--- src/rtl/seq_detect_param_if.sv ---
// seq_detect_param_if: stream, configuration and status bundle for seq_detect_param
//   master (front end / control):
//     en, din_valid, din, cfg_we, cfg_pattern, cfg_len, cfg_overlap, cnt_clr
//     cfg_mask (only with SEQ_DET_MASK_EN defined)
//   slave (detector): pd, match_cnt, armed
interface seq_detect_param_if #(
    parameter int PAT_W = 8,
    parameter int LEN_W = 4,
    parameter int CNT_W = 16
);
    logic en;
    logic din_valid;
    logic din;
    logic cfg_we;
    logic [PAT_W-1:0] cfg_pattern;
    logic [LEN_W-1:0] cfg_len;
    logic cfg_overlap;
    logic cnt_clr;
    logic pd;
    logic [CNT_W-1:0] match_cnt;
    logic armed;
`ifdef SEQ_DET_MASK_EN
    logic [PAT_W-1:0] cfg_mask;
    modport master (
        output en, din_valid, din, cfg_we, cfg_pattern, cfg_len, cfg_overlap, cfg_mask, cnt_clr,
        input  pd, match_cnt, armed
    );
    modport slave (
        input  en, din_valid, din, cfg_we, cfg_pattern, cfg_len, cfg_overlap, cfg_mask, cnt_clr,
        output pd, match_cnt, armed
    );
`else
    modport master (
        output en, din_valid, din, cfg_we, cfg_pattern, cfg_len, cfg_overlap, cnt_clr,
        input  pd, match_cnt, armed
    );
    modport slave (
        input  en, din_valid, din, cfg_we, cfg_pattern, cfg_len, cfg_overlap, cnt_clr,
        output pd, match_cnt, armed
    );
`endif
endinterface

--- src/rtl/seq_detect_param.sv ---
// seq_detect_param: runtime-configurable serial pattern detector with saturating match counter
//   clk  rising-edge clock
//   rst  synchronous active-high reset
//   bus  seq_detect_param_if.slave
//        in : en, din_valid, din, cfg_we, cfg_pattern, cfg_len, cfg_overlap, cnt_clr
//        out: pd (one-cycle match pulse), match_cnt (saturating), armed (history holds >= len bits)
//   Optional: define SEQ_DET_MASK_EN to add cfg_mask (per-bit don't-care, 0 = ignore position).
module seq_detect_param #(
    parameter int PAT_W = 8,
    parameter int LEN_W = 4,
    parameter int CNT_W = 16,
    parameter logic [PAT_W-1:0] PAT_RST = PAT_W'(8'b0001_0101)
) (
    input logic clk,
    input logic rst,
    seq_detect_param_if.slave bus
);
    typedef enum logic [1:0] {IDLE, HUNT, ARMED} state_t;
    localparam logic [LEN_W-1:0] MAX_LEN = LEN_W'(PAT_W);
    state_t state, state_n;
    logic [PAT_W-1:0] hist, hist_n, pattern, mask, len_mask;
    logic [LEN_W-1:0] fill, fill_inc, fill_n, len, len_in;
    logic [CNT_W-1:0] cnt;
    logic overlap, accept, match, pd;
    always_comb begin
        accept = bus.din_valid & bus.en & ~bus.cfg_we;
        hist_n = {hist[PAT_W-2:0], bus.din};
        fill_inc = (fill == MAX_LEN) ? MAX_LEN : fill + 1'b1;
        for (int i = 0; i < PAT_W; i++) len_mask[i] = LEN_W'(i) < len;
        match = accept && (fill_inc >= len) && (((hist_n ^ pattern) & mask & len_mask) == '0);
        len_in = (bus.cfg_len == '0) ? LEN_W'(1) : (bus.cfg_len > MAX_LEN) ? MAX_LEN : bus.cfg_len;
        // non-overlapping mode restarts the fill so the next match needs len fresh bits
        fill_n = (bus.cfg_we || (match && !overlap)) ? '0 : accept ? fill_inc : fill;
        state_n = !bus.en ? IDLE : (fill_n < len) ? HUNT : ARMED;
    end
    always_ff @(posedge clk) begin
        if (rst) begin
            state <= IDLE;
            hist <= '0;
            fill <= '0;
            pattern <= PAT_RST;
            len <= MAX_LEN;
            overlap <= 1'b1;
            pd <= 1'b0;
            cnt <= '0;
        end else begin
            state <= state_n;
            fill <= fill_n;
            pd <= match;
            if (accept) hist <= hist_n;
            if (bus.cfg_we) begin
                pattern <= bus.cfg_pattern;
                len <= len_in;
                overlap <= bus.cfg_overlap;
            end
            cnt <= bus.cnt_clr ? CNT_W'(match) : (match && !(&cnt)) ? cnt + 1'b1 : cnt;
        end
    end
`ifdef SEQ_DET_MASK_EN
    always_ff @(posedge clk) begin
        if (rst) mask <= '1;
        else if (bus.cfg_we) mask <= bus.cfg_mask;
    end
`else
    assign mask = '1;
`endif
    assign bus.pd = pd;
    assign bus.match_cnt = cnt;
    assign bus.armed = state == ARMED;
endmodule

--- src/flat_wrapper.sv ---
// flat-port wrapper written by rule: the top's interface ports become plain ports
module seq_detect_param_flat 
#(
    parameter int PAT_W = 8,
    parameter int LEN_W = 4,
    parameter int CNT_W = 16,
    parameter logic [PAT_W-1:0] PAT_RST = PAT_W'(8'b0001_0101)
)
  (clk, rst, bus_en, bus_din_valid, bus_din, bus_cfg_we, bus_cfg_pattern, bus_cfg_len, bus_cfg_overlap, bus_cnt_clr, bus_pd, bus_match_cnt, bus_armed);
  seq_detect_param_if #(.PAT_W(PAT_W), .LEN_W(LEN_W), .CNT_W(CNT_W)) bus_i ();
  input logic clk;
  input logic rst;
  input wire logic [$bits(bus_i.en)-1:0] bus_en;
  input wire logic [$bits(bus_i.din_valid)-1:0] bus_din_valid;
  input wire logic [$bits(bus_i.din)-1:0] bus_din;
  input wire logic [$bits(bus_i.cfg_we)-1:0] bus_cfg_we;
  input wire logic [$bits(bus_i.cfg_pattern)-1:0] bus_cfg_pattern;
  input wire logic [$bits(bus_i.cfg_len)-1:0] bus_cfg_len;
  input wire logic [$bits(bus_i.cfg_overlap)-1:0] bus_cfg_overlap;
  input wire logic [$bits(bus_i.cnt_clr)-1:0] bus_cnt_clr;
  output wire logic [$bits(bus_i.pd)-1:0] bus_pd;
  output wire logic [$bits(bus_i.match_cnt)-1:0] bus_match_cnt;
  output wire logic [$bits(bus_i.armed)-1:0] bus_armed;
  assign bus_i.en = bus_en;
  assign bus_i.din_valid = bus_din_valid;
  assign bus_i.din = bus_din;
  assign bus_i.cfg_we = bus_cfg_we;
  assign bus_i.cfg_pattern = bus_cfg_pattern;
  assign bus_i.cfg_len = bus_cfg_len;
  assign bus_i.cfg_overlap = bus_cfg_overlap;
  assign bus_i.cnt_clr = bus_cnt_clr;
  assign bus_pd = bus_i.pd;
  assign bus_match_cnt = bus_i.match_cnt;
  assign bus_armed = bus_i.armed;
  seq_detect_param #(.PAT_W(PAT_W), .LEN_W(LEN_W), .CNT_W(CNT_W), .PAT_RST(PAT_RST)) u_core (.clk(clk), .rst(rst), .bus(bus_i));
endmodule
--- config.mk ---
export PLATFORM = sky130hd
export DESIGN_NAME = seq_detect_param_flat
export DESIGN_NICKNAME = d
export VERILOG_FILES = /design/src/rtl/seq_detect_param_if.sv /design/src/rtl/seq_detect_param.sv /design/src/flat_wrapper.sv
export SDC_FILE = /design/constraint.sdc
export NUM_CORES = 1
export LEC_CHECK = 0
export BUFFER_PORTS_ARGS = -buffer_cell sky130_fd_sc_hd__buf_2
export CORE_UTILIZATION = 30
export DETAILED_ROUTE_END_ITERATION = 7
export GPL_TIMING_DRIVEN = 0
export PLACE_DENSITY = 0.59
export SYNTH_ARGS = -nofsm -noshare
export SYNTH_HDL_FRONTEND = slang
export SYNTH_SLANG_ARGS = --single-unit
--- constraint.sdc ---
create_clock -name clk -period 3.8 [get_ports clk]
set_input_delay 0.19 -clock clk [delete_from_list [all_inputs] [get_ports clk]]
set_output_delay 0.19 -clock clk [all_outputs]
set_load 0.01 [all_outputs]
# Word level (Yosys, flattened, before mapping)
# Cells that the tools add are included.
dict set report word_totals {
  wordCells 51
  out_inout_bits 18
  register_bits 43
}
dict set report op_classes {
  bitwise 6
  n_mux 8
  n_reduce_logical 13
  eq_ne 2
  order_cmp 11
  add_sub_neg 2
}
# op count
set op_table {}
lappend op_table {{4-bit 2-to-1 mux} 5}
lappend op_table {{16-bit by 1-bit adder with 16-bit output, second input constant} 1}
lappend op_table {{3-bit by 4-bit less-than comparator with 1-bit output, first input constant} 4}
lappend op_table {{16-bit AND reduction} 1}
lappend op_table {{8-bit AND} 1}
lappend op_table {{8-bit zero test} 1}
lappend op_table {{1-bit by 4-bit less-than comparator with 1-bit output, first input constant} 2}
lappend op_table {{2-bit by 4-bit less-than comparator with 1-bit output, first input constant} 2}
lappend op_table {{8-bit XOR} 1}
lappend op_table {{4-bit by 1-bit adder with 4-bit output, second input constant} 1}
lappend op_table {{4-bit == test, second input constant} 1}
lappend op_table {{4-bit >= comparator} 1}
lappend op_table {{4-bit greater-than comparator, second input constant} 1}
lappend op_table {{1-bit logical AND} 4}
lappend op_table {{4-bit zero test} 1}
lappend op_table {{4-bit less-than comparator} 1}
lappend op_table {{2-bit OR reduction} 2}
lappend op_table {{1-bit AND} 2}
lappend op_table {{2-bit == test, second input constant} 1}
lappend op_table {{1-bit zero test} 2}
lappend op_table {{1-bit 2-to-1 mux} 2}
lappend op_table {{2-bit 2-to-1 mux} 1}
lappend op_table {{1-bit NOT} 2}
lappend op_table {{2-bit nonzero test} 1}
lappend op_table {{1-bit logical OR} 1}

# Longest topological paths before layout
# Gate-level depths: netlist (run 1).
dict set report depth {
  depth_word 10
  mapped_depth 18
  ltp_nobuf 17
}

# Worst setup path before layout (run 1)
# OpenSTA, ideal clock, no wires.
dict set report synth_timing {
  path_type {reg-to-reg}
  start {register u_core.fill[0]}
  end {register u_core.state[0]}
  t_required_ns 3.740
  period_less_slack_ns 3.067
  path_stages_with_launch 19
  arrival_ns 3.007
  setup_time_ns 0.060
  n_path_buf 1
  slack_ns 0.733
  path_cell_list {dfxtp_1 > inv_1 > ha_1 > nand2_1 > o21ai_0 > ha_1 > nand2b_1 > a2111oi_0 > nor3_1 > nand3_1 > buf_2 > nor2_2 > nor3_1 > ha_1 > a21oi_1 > o21bai_1 > a21oi_1 > nor2b_1 > o41a_1}
}
dict set report synth_between {
  elab_chain_len 10
  word_cells_on_any_way 12
  cone_classes {add/sub: 1; order compare: 2; eq/ne: 1; mux: 4; reduce/logical: 4}
}
# element line
set synth_lines {}
lappend synth_lines {{start: declaration} seq_detect_param.sv:22} ;# logic [LEN_W-1:0] fill, fill_inc, fill_n, len, len_in;
lappend synth_lines {{start signal: assignment} seq_detect_param.sv:48} ;# fill <= fill_n;
lappend synth_lines {{4-bit by 1-bit adder with 4-bit output / 4-bit == test (equally long branches)} seq_detect_param.sv:28} ;# fill_inc = (fill == MAX_LEN) ? MAX_LEN : fill + 1'b1;
lappend synth_lines {{4-bit 2-to-1 mux *} seq_detect_param.sv:28}
lappend synth_lines {{4-bit >= comparator} seq_detect_param.sv:30} ;# match = accept && (fill_inc >= len) && (((hist_n ^ pattern) & mask & len_mask) == '0);
lappend synth_lines {{1-bit logical AND (2 in a row)} seq_detect_param.sv:30}
lappend synth_lines {{1-bit logical AND} seq_detect_param.sv:33} ;# fill_n = (bus.cfg_we || (match && !overlap)) ? '0 : accept ? fill_inc : fill;
lappend synth_lines {{1-bit logical OR} seq_detect_param.sv:33}
lappend synth_lines {{4-bit 2-to-1 mux *} seq_detect_param.sv:33}
lappend synth_lines {{named net u_core.fill_n[1]} seq_detect_param.sv:22}
lappend synth_lines {{4-bit less-than comparator *} seq_detect_param.sv:34} ;# state_n = !bus.en ? IDLE : (fill_n < len) ? HUNT : ARMED;
lappend synth_lines {{2-bit 2-to-1 mux *} seq_detect_param.sv:34}
lappend synth_lines {{end signal: assignment} seq_detect_param.sv:47} ;# state <= state_n;
lappend synth_lines {{end: declaration} seq_detect_param.sv:20} ;# state_t state, state_n;
# The timed path passes the listed nets; every way through them passes the cells marked *.
# A chain may end at the register's enable or synchronous reset.

# Worst setup path in the final report (run 1)
# Same ends and word-level chain as after synthesis.

==> flow_metrics.tcl, run 1 <==
set metrics [dict create \
    numCtsBuffers 5 \
    initialDrtViolationCount 153 \
    finalCriticalPeriod_ps 3370 \
    wl_per_cell_um 13.8 \
    cts_tree "done" \
    rows 30 \
    cp-end-kind "flip-flop" \
    drc 0 \
    grt_start_max_net_pins 15 \
    hp-class "in2reg" \
    clk_pin_slew_ps 90 \
    relSlewSlack_pct 45.4 \
    syn_area_per_cell_um2 8.50 \
    start_util_pct 31.8 \
    fin_setup_tns_ps 0 \
    clock-sinks 43 \
    instances_no_fill 403 \
    clockBufferDepth 2 \
    synth_edf_count 0 \
    antenna_found_initial 0 \
    worst_ep_required_time_ps 4050 \
    core-area_um2 6980 \
    ys_types 47 \
    fmax_mhz 296 \
    syn_to_final_growth_pct 21.2 \
    grt_overflow 0 \
    hold_viol_final 0 \
    rsz0062_at_grt "no" \
    drv_cap 0 \
    cts_root_buf "clkbuf_8" \
    die_w_um 88.0 \
    finalCritPeriodShare_pct 88.8 \
    grt_usage_pct 15.6 \
    yosys-top-cells-count "43 x dfxtp_1, 28 x nand2_1, 22 x a21oi_1, 20 x nor2_1" \
    p_leak_nw 1.06 \
    final_nets 336 \
    setup_ws_ps 426 \
    multi_input_area_um2 1280 \
    n_antenna_cell 0 \
    r2r_cells 18 \
    critPathMaxFanout 10 \
    placed_area_um2 2520 \
    yosysTopAreaCell "dfxtp_1" \
    finalSetupViolations 0 \
    seqCellArea_um2 861 \
    status "complete, no violations" \
    clkLatencyLatePin_ps 300 \
    first_pass_iters 4 \
    fill_cells 759 \
    ant_nets 0 \
    yosys.area.top_type_share_pct 38.8 \
    syn_area_um2 2220 \
    dp.cells 394 \
    synth_top_cells_by_area "dfxtp_1 39%, ha_1 5.6%, a21oi_1 5.0%" \
    yosysSeqAreaShare_pct 38.8 \
    final_cell_area_um2 2690 \
    p_per_area_nw_per_um2 362 \
    ys_ff_latch 43 \
    worst_ep_arrival_time_ps 3620 \
    holdPathStages 2 \
    ioPinCount 38 \
    postRouteWirelength_um 5560 \
    final_layout_size_suffix_gt1_share_pct 19.5 \
    place_congestion 0.824 \
    ys_async_sr_fraction_pct 0 \
    die_h_um 88.0 \
    hpwl_um 4070 \
    cts_max_level 2 \
    synthCells 261 \
    synth_nets 291 \
    yosysWarnings 0 \
    first_global_vias 1901 \
    slew_viol_final 0 \
    avgViaCountPerCell 5.06 \
    dieArea_um2 7750 \
    tightest_slew_ps 816 \
    path_class "reg2reg" \
    yosys_most_used_dff "dfxtp_1" \
    irDropWorstVdd_mv 0.160 \
    dp_slack_ps 246 \
    finalPower_w 0.000973 \
    hold_buffers 0 \
    vias 2040 \
    finClkSkew_ps 4.64 \
    startpoint_type "flip-flop" \
    yosysMostFrequentCell "dfxtp_1" \
    io_buffers 37 \
    grt_pass1_wl_um 9350 \
]
## cell families after synthesis
family,after synthesis,synth area share [%]
flops,43,38.8
simple gates,107,25.3
buf+inv,21,4.00
xor+xnor,10,3.95
compound gates,61,18.2
fa+ha+maj,10,5.64
mux,9,4.12
## final cells by class
class / instances / share of cell area (%)
Buffer: 14 / 2.56
Multi-Input combinational cell: 197 / 47.8
Clock buffer: 5 / 2.56
Clock inverter: 3 / 2.51
Sequential cell: 43 / 32.0
Tap cell: 96 / 4.47
Timing Repair Buffer: 38 / 7.16
Inverter: 7 / 0.977
## what timing repair did
action / in CTS / in global routing
endpoints found under the hold margin: 0 / 0
setup buffers: 0 / 1
gates resized for setup: 0 / 8
setup endpoints to repair: 0 / 2
## registers in the layout (all words and copies together) (netlist names)
name	flops
u_core.pattern	8
u_core.bus.pd	1
u_core.fill	4
u_core.len	4
u_core.overlap	1
u_core.hist	7
u_core.state	2
u_core.bus.match_cnt	16
## path summary, 6_finish.rpt
path	start	endpoint	slack (ps)
setup / recovery	u_core.fill[0]	u_core.state[0]	430
hold reg to reg	u_core.hist[0]	u_core.hist[1]	480
setup reg to reg	u_core.fill[0]	u_core.state[0]	430
hold / removal	bus_cfg_pattern[0]	u_core.pattern[0]	90
## metrics by stage
stage | hold slack (ps) | util (%)
2_1_floorplan | 308 | -
3_3_place_gp | 399 | 36.2
3_5_place_dp | 401 | 36.2
4_1_cts | 85.6 | 38.1
5_1_grt | 84.2 | 38.5
6_report | 88.3 | 38.5
## cell usage in the layout, fill, tap and decap left out, drive strengths merged, types with 4 or more instances in the layout
cell type  instances
ha                10
o21ai              8
dfxtp             43
nor2              21
xnor2              9
mux2i              8
nand3             10
a21oi             22
nor4               5
clkbuf            15
o211ai             4
or4                5
nand2             28
and3               6
nor2b              8
or3                8
nor3               5
a211o              4
buf               42
inv                7
## routing by layer
layer,wire length (um),GRT usage (%),part of all wire (%),vias up
met5,0,0,0,-
met4,72,4.84,1.3,0
met3,279,3.11,5.0,5
met2,2440,24.3,44,54
met1,2770,21.7,50,944
li1,-,-,-,1037
## report_power, final
group / internal, W / switching [W]
clock network: 0.000262 / 0.000168
registers: 0.000460 / 0.00000835
logic: 0.0000327 / 0.0000415
## critical path: stages, from the launching register on
cell and delay (ps):
dfxtp_1 400, inv_1 90, ha_1 210, nand2_1 80, o21ai_2 60, ha_1 270
nand2b_1 140, a2111oi_1 380, nor3_1 80, nand3_1 190, buf_6 180, nor2_4 70
nor3_2 150, ha_1 260, a21oi_1 170, o21bai_1 80, a21oi_1 190, nor2b_1 160
o41a_1 150
No activity file was read; power rests on OpenSTA's default activity.
==> run 2: changes to the inputs <==
--- a/config.mk
+++ b/config.mk
@@ -5,7 +5,7 @@
 export SDC_FILE = /design/constraint.sdc
 export NUM_CORES = 1
 export LEC_CHECK = 0
-export BUFFER_PORTS_ARGS = -buffer_cell sky130_fd_sc_hd__buf_2
+export BUFFER_PORTS_ARGS = -buffer_cell sky130_fd_sc_hd__buf_4
 export CORE_UTILIZATION = 30
 export DETAILED_ROUTE_END_ITERATION = 7
 export GPL_TIMING_DRIVEN = 0
==> run 2 against run 1 <==
Effect of this change: die area unchanged; sequential power is essentially flat; sequential cell count unchanged; critical path type unchanged; first-iteration DRC count is 46% lower; total power fell by 5.0%; final cell count down 0.25%; setup slack worse by 91 ps; core utilization rose by 0.81 points.
==> flow_metrics.tcl, run 2 (same netlist as run 1, synthesis figures left out) <==
set metrics [dict create \
    status "complete, no violations" \
    place_congestion 0.802 \
    relSlewSlack_pct 46.0 \
    start_util_pct 31.8 \
    p_per_area_nw_per_um2 337 \
    dp_slack_ps 211 \
    clockBufferDepth 2 \
    final_cell_mix "43 x dfxtp_1, 37 x buf_4, 28 x nand2_1" \
    avgViaCountPerCell 5.01 \
    numCtsBuffers 5 \
    finalCritPeriodShare_pct 91.2 \
    final_layout_size_suffix_gt1_share_pct 19.0 \
    initialDrtViolationCount 83 \
    post_cts_buffers 0 \
    drv_cap 0 \
    vias 2013 \
    critPathMaxFanout 10 \
    clkLatencyLatePin_ps 300 \
    drc 0 \
    syn_to_final_growth_pct 23.7 \
    ioPinCount 38 \
    die_w_um 88.0 \
    cts_max_level 2 \
    first_global_vias 1822 \
    grt_overflow 0 \
    fmax_mhz 289 \
    n_antenna_cell 0 \
    grt_pass1_wl_um 9080 \
    worst_ep_required_time_ps 4050 \
    cts_tree "done" \
    hp-class "in2reg" \
    antenna_found_initial 0 \
    finalCriticalPeriod_ps 3470 \
    path_class "reg2reg" \
    cts_root_buf "clkbuf_8" \
    first_pass_iters 4 \
    grt_usage_pct 15.1 \
    tightest_slew_ps 807 \
    cp-end-kind "flip-flop" \
    rsz0062_at_grt "no" \
    final_common_cell "dfxtp_1" \
    wl_per_cell_um 13.9 \
    hold_buffers 0 \
    grt_start_max_net_pins 14 \
    io_buffers 37 \
    core-area_um2 6980 \
    die_h_um 88.0 \
    finClkSkew_ps 6.41 \
    dieArea_um2 7750 \
    irDropWorstVdd_mv 0.183 \
    hold_viol_final 0 \
    slew_viol_final 0 \
    finalPower_w 0.000924 \
    ant_nets 0 \
    clock-sinks 43 \
    clk_pin_slew_ps 80 \
    worst_ep_arrival_time_ps 3710 \
    final_nets 335 \
    instances_no_fill 402 \
    p_leak_nw 1.06 \
    postRouteWirelength_um 5600 \
    hpwl_um 4100 \
    setup_ws_ps 335 \
    finalSetupViolations 0 \
    largest_reg_flops 16 \
    rows 30 \
    fin_setup_tns_ps 0 \
    dp.cells 394 \
    startpoint_type "flip-flop" \
    post-route-util_pct 39.3 \
]
run 2: final cells by class:
class                   instances  area [um^2]
fillers                       759         4240
multi-input cells             197         1280
flip-flops and latches         43          861
repair buffers                 37          278
well taps                      96          120
clock buffers                   6         82.6
plain buffers                  14         65.1
clock inverters                 2         35.0
inverters                       7         26.3
run 2: worst max-delay path: stages, from the launching register on:
cell and delay, ps:
dfxtp_1 400, inv_1 90, ha_1 210, nand2_1 80
o21ai_2 80, ha_1 270, nand2b_1 140, a2111oi_0 390
nor3_1 80, nand3_1 150, clkbuf_4 250, nor2_4 80
nor3_1 180, ha_1 280, a21oi_1 170, o21bai_1 80
a21oi_1 170, nor2b_1 160, o41a_1 150
run 2: power breakdown:
part,total (W),internal [W],switching (W)
sequential,0.000468,0.000460,0.00000855
clock,0.000376,0.000213,0.000163
combinational,0.0000797,0.0000380,0.0000417
run 2: worst paths after layout:
kind,cells past startpoint,end,slack [ps],startpoint
hold / removal,2,u_core.pattern[2],90,bus_cfg_pattern[2]
hold reg to reg,2,u_core.hist[6],480,u_core.hist[6]
setup / recovery,18,u_core.state[0],330,u_core.fill[0]
setup reg to reg,18,u_core.state[0],330,u_core.fill[0]
run 2: metrics by stage:
stage	hold WS, ps	instance area, um^2
after floorplan	308	2220
after global placement	396	2620
after detailed placement	403	2620
after CTS	90.8	2740
after global routing	84.7	2750
final	94.5	2750
run 2: repair_timing:
action | 4_1_cts | 5_1_grt
hold endpoints to repair | 0 | 0
resized for setup | 0 | 4
setup endpoints to repair | 0 | 2
run 2: metal layers:
metal  global-route usage [%]  part of all wire [%]  vias up
met3                     2.64                   3.5        7
met2                     23.0                    44       43
met4                     4.55                   1.4        0
met1                     21.8                    51      926
met5                        0                     0        -
li1                         -                     -     1037
==> run 3: changes to the inputs <==
--- a/config.mk
+++ b/config.mk
@@ -5,6 +5,7 @@
 export SDC_FILE = /design/constraint.sdc
 export NUM_CORES = 1
 export LEC_CHECK = 0
+export ABC_AREA = 1
 export BUFFER_PORTS_ARGS = -buffer_cell sky130_fd_sc_hd__buf_4
 export CORE_UTILIZATION = 30
 export DETAILED_ROUTE_END_ITERATION = 7
==> run 3 against run 2 <==
Effect of this change: critical path depth is 2 higher; die area is 4.4% higher; via count is 7.7% higher; clock-buffer cell count stayed put; combinational power is 12% higher; clock power is 23% lower; clock skew is 0.71 ps lower; maximum frequency is 35% higher; sequential power is 1% higher; register-to-register slack better by 900 ps; sequential cell count stayed put; non-clock buffer count is 6 lower; largest cell class unchanged.
==> flow_metrics.tcl, run 3 <==
set metrics [dict create \
    core-area_um2 7370 \
    clockBufferDepth 2 \
    post_cts_buffers 0 \
    critPathMaxFanout 6 \
    worst_ep_required_time_ps 4040 \
    syn_area_per_cell_um2 6.92 \
    clock-sinks 43 \
    yosys.area.top_type_share_pct 37.1 \
    fill_cells 831 \
    cts_resized 0 \
    cts_root_buf "clkbuf_8" \
    relSlewSlack_pct 61.1 \
    drv_cap 0 \
    synthCells 335 \
    finalCritPeriodShare_pct 67.6 \
    path_class "reg2reg" \
    grt_overflow 0 \
    io_buffers 37 \
    numCtsBuffers 5 \
    grt_usage_pct 14.2 \
    fmax_mhz 389 \
    grt_start_max_net_pins 14 \
    rows 31 \
    clk_pin_slew_ps 80 \
    cp-end-kind "flip-flop" \
    grt_pass1_wl_um 9430 \
    tightest_slew_ps 584 \
    slew_viol_final 0 \
    reg2reg_setup_slack_ps 1230 \
    critical_path.endpoint "u_core.state[0]" \
    irDropWorstVdd_mv 0.162 \
    vias 2167 \
    hold_viol_final 0 \
    place_congestion 0.836 \
    finalSetupViolations 0 \
    syn_area_um2 2320 \
    n_antenna_cell 0 \
    drc 0 \
    yosys-top-cells-count "91 x nand2_1, 45 x inv_1, 43 x dfxtp_1, 33 x a21oi_1, 26 x nor2_1" \
    postRouteWirelength_um 5420 \
    largest_reg_flops 16 \
    finClkSkew_ps 5.70 \
    worst_ep_arrival_time_ps 2810 \
    dp_slack_ps 1240 \
    cts_max_level 2 \
    syn_to_final_growth_pct 21.0 \
    hpwl_um 4110 \
    dieArea_um2 8080 \
    first_pass_iters 4 \
    yosys_most_used_dff "dfxtp_1" \
    antenna_found_initial 0 \
    final_layout_size_suffix_gt1_share_pct 16.3 \
    final_cell_mix "91 x nand2_1, 45 x inv_1, 43 x dfxtp_1" \
    startpoint "u_core.fill[0]" \
    p_per_area_nw_per_um2 304 \
    avgViaCountPerCell 4.52 \
    fin_setup_tns_ps 0 \
    status "complete, no violations" \
    synth_edf_count 0 \
    hp-class "in2reg" \
    yosysWarnings 0 \
    r2r_cells 20 \
    ys_types 29 \
    p_leak_nw 1.23 \
    clkLatencyLatePin_ps 290 \
    startpoint_type "flip-flop" \
    start_util_pct 31.5 \
    cts_tree "done" \
    die_h_um 89.9 \
    wl_per_cell_um 11.3 \
    final_common_cell "nand2_1" \
    setup_ws_ps 1230 \
    synth_nets 365 \
    ys_ff_latch 43 \
    first_global_vias 2089 \
    finalCriticalPeriod_ps 2570 \
    synth_top_cells_by_area "dfxtp_1 37%, nand2_1 15%, inv_1 7.3%" \
    yosysMostFrequentCell "nand2_1" \
    r2r-end "u_core.state[0]" \
    ys_async_sr_fraction_pct 0 \
    yosysSeqAreaShare_pct 37.1 \
    rsz0062_at_grt "no" \
    regToRegStartpoint "u_core.fill[0]" \
    yosysTopAreaCell "dfxtp_1" \
    final_nets 409 \
    ioPinCount 38 \
    die_w_um 89.9 \
    ant_nets 0 \
    initialDrtViolationCount 84 \
    hold_buffers 0 \
]
-- run 3: changes by cell type after synthesis, sizes merged, moves of 5 or more --
cell and delta:
o21ai +18, nor2b -8, mux2i -8, nor4 -5, inv +39, or3 -8
nor2 +9, or4 -5, nand2 +64, nor3 +9, a21oi +13
-- run 3: routing by layer --
metal / up-vias / global-route usage [%] / routed length, um
met4: 0 / 4.70 / 91
met5: - / 0 / 0
met3: 9 / 2.96 / 279
met1: 949 / 18.3 / 2600
li1: 1152 / - / -
met2: 57 / 23.7 / 2450
-- run 3: area by class of cell --
type / instances / area [um^2] / area share, %
Multi-Input combinational cell: 238 / 1240 / 44.1
Buffer: 8 / 45.0 / 1.61
Timing Repair Buffer: 37 / 278 / 9.90
Sequential cell: 43 / 861 / 30.7
Clock buffer: 6 / 72.6 / 2.59
Tap cell: 99 / 124 / 4.42
Inverter: 46 / 175 / 6.24
Clock inverter: 2 / 12.5 / 0.446
-- run 3: critical path: stages (launching register included) --
cell	delay, ps
dfxtp_1	390
inv_1	70
ha_1	190
nand2_1	80
inv_1	40
nand2_1	40
nand2_1	60
ha_1	270
inv_1	30
nand2_1	40
nand2_1	50
nand2_1	50
nand2_1	50
a21oi_2	130
nand4_1	130
nand2_1	200
nor2_1	70
ha_1	290
a21oi_1	160
nand2_1	70
nor2_1	70
-- run 3: worst min path at each step --
stage	startpoint	endpoint	slack, ps	cells after the start
2_1_floorplan	bus_cfg_pattern[0]	u_core.pattern[0]	310	2
3_3_place_gp	bus_cfg_pattern[0]	u_core.pattern[0]	400	3
3_5_place_dp	bus_cfg_pattern[2]	u_core.pattern[2]	410	3
4_1_cts	bus_cfg_pattern[2]	u_core.pattern[2]	100	3
5_1_grt	bus_cfg_pattern[2]	u_core.pattern[2]	110	3
6_report	bus_cfg_pattern[2]	u_core.pattern[2]	110	3
-- run 3: logic make-up (layout without fill, tap and decap cells) --
logic type               count (synthesis)  in the layout  share of synthesized area [%]
AND/OR/NAND/NOR                        157            157                           30.7
AO/OA/AOI/OAI                           61             61                           13.5
buffers and inverters                   54             99                           9.50
flip-flops                              43             43                           37.1
adder cells (fa/ha/maj)                 10             10                           5.40
XOR/XNOR                                10             10                           3.78
-- run 3: metrics by stage --
step	hold WS, ps	instance area (um^2)	total power, W	instances	util (%)
final	106	2810	0.000854	479	38.1
after global placement	400	2720	0.000574	471	36.9
after detailed placement	408	2720	0.000575	471	36.9
after CTS	101	2810	0.000868	479	38.1
after global routing	107	2810	0.000905	479	38.1
after floorplan	312	2320	0.000539	335	-
-- run 3: report_power, final --
part           leakage, nW  total [W]  switching (W)  internal [W]
combinational        0.840  0.0000896      0.0000523     0.0000374
clock               0.0412   0.000290       0.000161      0.000129
sequential           0.351   0.000474     0.00000987      0.000465
total                 1.23   0.000854       0.000223      0.000631
